File: src/rtl/video_fetch.sv
// video_fetch: raster timing generator and bitplane fetch from the video RAM read port,
// serialising up to three planes MSB-first into registered 1-bit R/G/B with sync and blank.
module video_fetch #(
    parameter int AW       = 15,
    parameter int PLANES   = 3,
    parameter int PLANE_SH = 13,
    parameter int H_ACT    = 256,
    parameter int H_TOTAL  = 448,
    parameter int HS_START = 320,
    parameter int HS_END   = 352,
    parameter int V_ACT    = 248,
    parameter int V_TOTAL  = 312,
    parameter int VS_START = 272,
    parameter int VS_END   = 275
) (
    input  logic          clock,
    input  logic          reset,
    input  logic          ce_pix,
    output logic          ce1,
    output logic [AW-1:0] a1,
    input  logic [7:0]    do1,
    output logic          r,
    output logic          g,
    output logic          b,
    output logic          hsync,
    output logic          vsync,
    output logic          blank,
    output logic          frame
);

    localparam int HW = $clog2(H_TOTAL);
    localparam int VW = $clog2(V_TOTAL);

    logic [HW-1:0] hcount;
    logic [VW-1:0] vcount;

    logic          h_last;
    logic          v_last;
    logic          line_act;
    logic          fetch_grp;
    logic          fetch_slot;
    logic          load;
    logic          window;
    logic          hs_win;
    logic          vs_win;
    logic [2:0]    k;
    logic [AW-1:0] addr;

    logic          cap_valid;
    logic [1:0]    cap_k;
    logic [7:0]    hold  [3];
    logic [7:0]    shift [3];

    always_comb begin
        h_last     = (hcount == HW'(H_TOTAL - 1));
        v_last     = (vcount == VW'(V_TOTAL - 1));
        line_act   = (vcount < VW'(V_ACT));
        fetch_grp  = line_act && (hcount < HW'(H_ACT));
        k          = hcount[2:0];
        fetch_slot = (32'(k) < 32'(PLANES));
        load       = fetch_grp && (k == 3'd7);
        window     = line_act && (hcount >= HW'(8)) && (hcount < HW'(H_ACT + 8));
        hs_win     = (hcount >= HW'(HS_START)) && (hcount < HW'(HS_END));
        vs_win     = (vcount >= VW'(VS_START)) && (vcount < VW'(VS_END));
        addr       = AW'(32'(k) << PLANE_SH)
                   + AW'(32'(vcount) * 32'(H_ACT / 8))
                   + AW'(hcount >> 3);
    end

    // The read strobe is gated by ce_pix so it is one clock wide at any pixel cadence.
    always_comb begin
        ce1 = ce_pix && fetch_grp && fetch_slot && !reset;
        a1  = ce1 ? addr : '0;
    end

    always_ff @(posedge clock) begin
        if (reset) begin
            hcount <= '0;
            vcount <= '0;
        end else if (ce_pix) begin
            if (h_last) begin
                hcount <= '0;
                vcount <= v_last ? '0 : vcount + VW'(1);
            end else begin
                hcount <= hcount + HW'(1);
            end
        end
    end

    // RAM data arrives one clock after the strobe; the plane index travels with it.
    always_ff @(posedge clock) begin
        if (reset) begin
            cap_valid <= 1'b0;
            cap_k     <= '0;
            for (int unsigned p = 0; p < 3; p++) begin
                hold[p] <= '0;
            end
        end else begin
            cap_valid <= ce1;
            cap_k     <= k[1:0];
            for (int unsigned p = 0; p < 3; p++) begin
                if (cap_valid && (cap_k == 2'(p))) begin
                    hold[p] <= do1;
                end
            end
        end
    end

    always_ff @(posedge clock) begin
        if (reset) begin
            for (int unsigned p = 0; p < 3; p++) begin
                shift[p] <= '0;
            end
        end else if (ce_pix) begin
            for (int unsigned p = 0; p < 3; p++) begin
                if (load) begin
                    shift[p] <= (p < 32'(PLANES)) ? hold[p] : '0;
                end else begin
                    shift[p] <= {shift[p][6:0], 1'b0};
                end
            end
        end
    end

    always_ff @(posedge clock) begin
        if (reset) begin
            r     <= 1'b0;
            g     <= 1'b0;
            b     <= 1'b0;
            hsync <= 1'b0;
            vsync <= 1'b0;
            blank <= 1'b1;
            frame <= 1'b0;
        end else begin
            frame <= ce_pix && h_last && v_last;
            if (ce_pix) begin
                r     <= window && shift[0][7];
                g     <= window && shift[1][7];
                b     <= window && shift[2][7];
                blank <= !window;
                hsync <= hs_win;
                vsync <= vs_win;
            end
        end
    end

endmodule

File: config.mk
export PLATFORM = sky130hd
export DESIGN_NAME = video_fetch
export DESIGN_NICKNAME = d
export VERILOG_FILES = /design/src/rtl/video_fetch.sv
export SDC_FILE = /design/constraint.sdc
export NUM_CORES = 1
export LEC_CHECK = 0
export ABC_AREA = 1
export BUFFER_PORTS_ARGS = -buffer_cell sky130_fd_sc_hd__buf_2
export CAP_MARGIN = 20
export CORE_MARGIN = 1.5
export CORE_UTILIZATION = 60
export CTS_CLUSTER_SIZE = 20
export DETAILED_ROUTE_END_ITERATION = 8
export PLACE_DENSITY_LB_ADDON = 0.3
export SLEW_MARGIN = 25
export SYNTH_ARGS = -nofsm -noshare
export SYNTH_HDL_FRONTEND = slang
export SYNTH_SLANG_ARGS = --single-unit
File: constraint.sdc
create_clock -name clock -period 4 [get_ports clock]
set_input_delay 0.4 -clock clock [delete_from_list [all_inputs] [get_ports clock]]
set_output_delay 0.4 -clock clock [all_outputs]
set_load 0.005 [all_outputs]
==> impl_summary.log <==
[metrics] number of hold violations in the final report: 0
[metrics] worst slew margin relative to its limit: 0.359
[metrics] Adder-Cell Fraction of Synth Area: 0.0278
[metrics] Root Buffer Master: sky130_fd_sc_hd__clkbuf_8
[metrics] switching power total: 347 uW
[metrics] I/O pin count: 34
[metrics] part of the total power dissipated in combinational logic: 0.046
[metrics] highest metal used: met4
[metrics] # port buffers: 33
[metrics] Pwr Density: 367 nW/um^2
[metrics] Slew Limit Fails: 0
[metrics] clock latency reported for the late side of the worst-skew pair: 0.35 ns
[metrics] Simple-Gate Fraction of Synth Area: 0.280
[metrics] final critical path time including I/O delays and setup: 2.54 ns
[metrics] post-synthesis instance total: 404
[metrics] highest net fanout along the worst path: 7
[metrics] static leakage: 0.00167 uW
[metrics] R2R setup slack: 1.87 ns
[metrics] startpoint kind of the worst setup timing path: flop
[metrics] Site Rows: 28
[metrics] arrival time of the worst setup path: 2.14 ns
[metrics] overall global routing resource usage: 0.234
[metrics] CTS Hold Bufs: 0
[metrics] DRC errors left: 0
[metrics] share of synthesized area spent on multiplexers: 0
[metrics] number of nets in the finished design: 456
[metrics] count of endpoints failing setup in the final report: 0
[metrics] diode count: 0
[metrics] Post-CTS Setup Repair Bufs: 0
[metrics] DR pass1 iterations: 5
[metrics] endpoint class of the critical path: primary output
[metrics] final cycle utilization of the critical path: 0.634
[metrics] global-route wire length before repair: 11400 um
[metrics] FF-to-FF Start: hcount[0]$_SDFFE_PP0P_
[metrics] relative contribution of sequential cells to total power: 0.605
[metrics] clock transition time at the flip-flop clock pins of the worst setup and hold paths: 0.08 ns
[metrics] maximum level of the CTS H-tree: 3
[metrics] overall power of the completed layout: 1450 uW
[metrics] Fmax: 0.394 GHz
[metrics] part of the Yosys area used for sequential elements: 0.554
[metrics] cell internal power dissipation: 1100 uW
[metrics] total gr overflow: 0
[metrics] Synth Area per Inst: 8.91 sq um
[metrics] maximum number of pins on one net before global-route repair: 28
[metrics] launching instance or port of the critical path: vcount[0]$_SDFFE_PP0P_
[metrics] number of synthesis warnings: 0
[metrics] height of the die: 80.4 um
[metrics] vias in the first global route: 2473
[metrics] number of antenna violations at the first check in global routing: 0
[metrics] die span in x: 80.4 um
[metrics] post_cts resized: 0
[metrics] main combinational cell family by area after synthesis: simple AND/OR/NAND/NOR gates
[metrics] result of the run: finished clean
[metrics] number of distinct library cells after synthesis: 29
[metrics] Routed met3 length: 320 um
[metrics] fraction of the mapped netlist area in compound gates: 0.0379
[metrics] clock group share of total power: 0.349
[metrics] wire length on met2: 3290 um
[metrics] area growth from synthesis to layout: 9.74%
[metrics] number of storage elements in the synthesis netlist: 76
[metrics] worst hold path type: input port to flop
[metrics] unrepaired setup endpoints after global routing: false
[metrics] total length of routed wires: 6960 um
[metrics] final-layout fill cell count: 481
[metrics] number of CTS-inserted buffers: 9
[metrics] total negative slack: 0 ns
[metrics] Final ANT Viol Nets: 0
[metrics] via density per instance: 5.27
[metrics] GP Congestion: 0.892
[metrics] TritonCTS clock tree: yes
[metrics] Final HPWL DP: 4800 um
[metrics] initial detailed-routing violation count: 188
[metrics] number of clock sinks: 76
[metrics] critical path type: flop to primary output
[metrics] Critical Path End: a1[13]
[metrics] overall die area: 6470 sq um
[metrics] effective utilization at floorplan: 0.615
[metrics] area of the mapped netlist: 3600 sq um
[metrics] wire length per cell: 13.5 um
[metrics] max-capacitance violation count: 0
[metrics] worst vdd rail ir drop: 0.304 mV
[metrics] M1 WL: 3190 um
[metrics] Clock Tree Buf Depth: 2
[metrics] Net Sw Frac: 0.239
[metrics] transition at the pin with the smallest max-transition slack: 0.956 ns
[metrics] destination of the worst register-to-register timing path: shift[0][2]$_SDFFCE_PP0P_
[metrics] core outline area: 5850 sq um
[metrics] number of vias after detailed routing: 2727
[metrics] fraction of layout cells with a size suffix above 1: 0.188
[metrics] worst-case clock skew: 0.00642 ns
[metrics] Hold Crit Start: ce_pix
[metrics] Synth Area in XOR/XNOR: 0.0268
[metrics] Crit path required time: 3.60 ns
[metrics] Post-Syn Nets: 423
[metrics] length in cells of the worst reg-to-reg path: 10
==> power by group through the flow <==
| stage | Combinational, uW | Clock, uW | Sequential [uW] |
|---|---|---|---|
| after detailed placement | 66.4 | 0 | 896 |
| after global placement | 64.0 | 0 | 894 |
| final | 66.7 | 506 | 878 |
| after global routing | 74.5 | 544 | 881 |
| after floorplan | 49.8 | 0 | 892 |
| after CTS | 67.0 | 509 | 878 |
==> area by class of cell <==
| type | count | area [sq um] | share of cell area |
|---|---|---|---|
| sequential | 76 | 1990 | 0.504 |
| tap | 75 | 93.8 | 0.0238 |
| clock inverter | 7 | 42.5 | 0.0108 |
| clock buffer | 9 | 124 | 0.0314 |
| timing repair buffer | 34 | 173 | 0.0437 |
| multi-input combinational | 268 | 1340 | 0.339 |
| inverter | 48 | 184 | 0.0466 |
==> cell families (layout without fill, tap and decap cells) <==
group | after synthesis | count (layout)
xor+xnor | 11 | 11
compound gates | 26 | 26
fa+ha+maj | 8 | 8
flops | 76 | 76
buf+inv | 60 | 98
simple gates | 223 | 223
==> worst min-delay path by stage <==
stage	to	slack, ns	cells after the start
5_1_grt	vsync$_SDFFE_PP0P_	0.36	2
6_report	vsync$_SDFFE_PP0P_	0.35	2
3_3_place_gp	g$_SDFFE_PP0P_	0.42	2
3_5_place_dp	g$_SDFFE_PP0P_	0.43	2
4_1_cts	vsync$_SDFFE_PP0P_	0.33	2
2_1_floorplan	b$_SDFFE_PP0P_	0.41	2
==> registers in the layout, summed over array words and instances, names as in the netlist <==
name	cells
b	1
blank	1
cap_k	2
cap_valid	1
frame	1
g	1
hcount	9
hold	24
hsync	1
r	1
shift	24
vcount	9
vsync	1
==> cells in the mapped netlist <==
master                      n  area [sq um]
sky130_fd_sc_hd__clkbuf_2   1          5.00
sky130_fd_sc_hd__inv_4      1          6.26
sky130_fd_sc_hd__nand3_1   47           235
sky130_fd_sc_hd__nor2_2    11          68.8
sky130_fd_sc_hd__nand2_2   13          81.3
sky130_fd_sc_hd__inv_1     43           161
sky130_fd_sc_hd__clkinv_2   1          5.00
sky130_fd_sc_hd__dfxtp_1   29           581
sky130_fd_sc_hd__nand4_1    3          18.8
sky130_fd_sc_hd__nand2_1   87           327
sky130_fd_sc_hd__o21ai_0    9          45.0
sky130_fd_sc_hd__a21boi_0   1          7.51
sky130_fd_sc_hd__nand2_4    2          22.5
sky130_fd_sc_hd__inv_2      3          11.3
sky130_fd_sc_hd__o21ai_1    1          5.00
sky130_fd_sc_hd__buf_6      2          22.5
sky130_fd_sc_hd__buf_12     1          20.0
sky130_fd_sc_hd__clkbuf_1   4          15.0
sky130_fd_sc_hd__or2_2      1          6.26
sky130_fd_sc_hd__nor2_1    53           199
sky130_fd_sc_hd__ha_1       8           100
sky130_fd_sc_hd__o22ai_1    1          6.26
sky130_fd_sc_hd__nor2_4     3          33.8
sky130_fd_sc_hd__o211ai_1   1          7.51
sky130_fd_sc_hd__a21oi_1   13          65.1
sky130_fd_sc_hd__edfxtp_1  47          1410
sky130_fd_sc_hd__xor2_1    11          96.3
sky130_fd_sc_hd__nor3_1     3          15.0
sky130_fd_sc_hd__buf_2      4          20.0
==> per-layer routing <==
metal	vias to the layer above	track usage
met5	-	0
met4	0	0.105
met3	14	0.0568
met2	66	0.363
met1	1279	0.311
li1	1368	-
==> worst max-delay path, cell delays in order (launching register included) <==
cell                      delay (ns)
sky130_fd_sc_hd__dfxtp_1        0.52
sky130_fd_sc_hd__ha_1           0.30
sky130_fd_sc_hd__ha_1           0.22
sky130_fd_sc_hd__nand2_1        0.09
sky130_fd_sc_hd__nor2_1         0.17
sky130_fd_sc_hd__nand2_1        0.09
sky130_fd_sc_hd__xor2_1         0.21
sky130_fd_sc_hd__nor2_2         0.06
sky130_fd_sc_hd__buf_2          0.12
==> per-stage QoR <==
step	hold WS, ns	setup WS, ns	area [sq um]	std cells	util
2_1_floorplan	0.412	2.26	3600	404	-
3_3_place_gp	0.420	1.68	3780	501	0.646
3_5_place_dp	0.429	1.57	3780	501	0.646
4_1_cts	0.334	1.49	3950	517	0.675
5_1_grt	0.358	1.31	3950	517	0.675
6_report	0.351	1.46	3950	517	0.675
==> cells in the final DEF, fill, tap and decap left out, drive strengths merged, types with 8 or more instances in the layout <==
cell type	n
xor2	11
o21ai	10
nand2	102
dfxtp	29
clkbuf	9
a21oi	13
edfxtp	47
inv	47
nand3	47
ha	8
nor2	67
buf	34
Power figures use the tool's default switching activity.
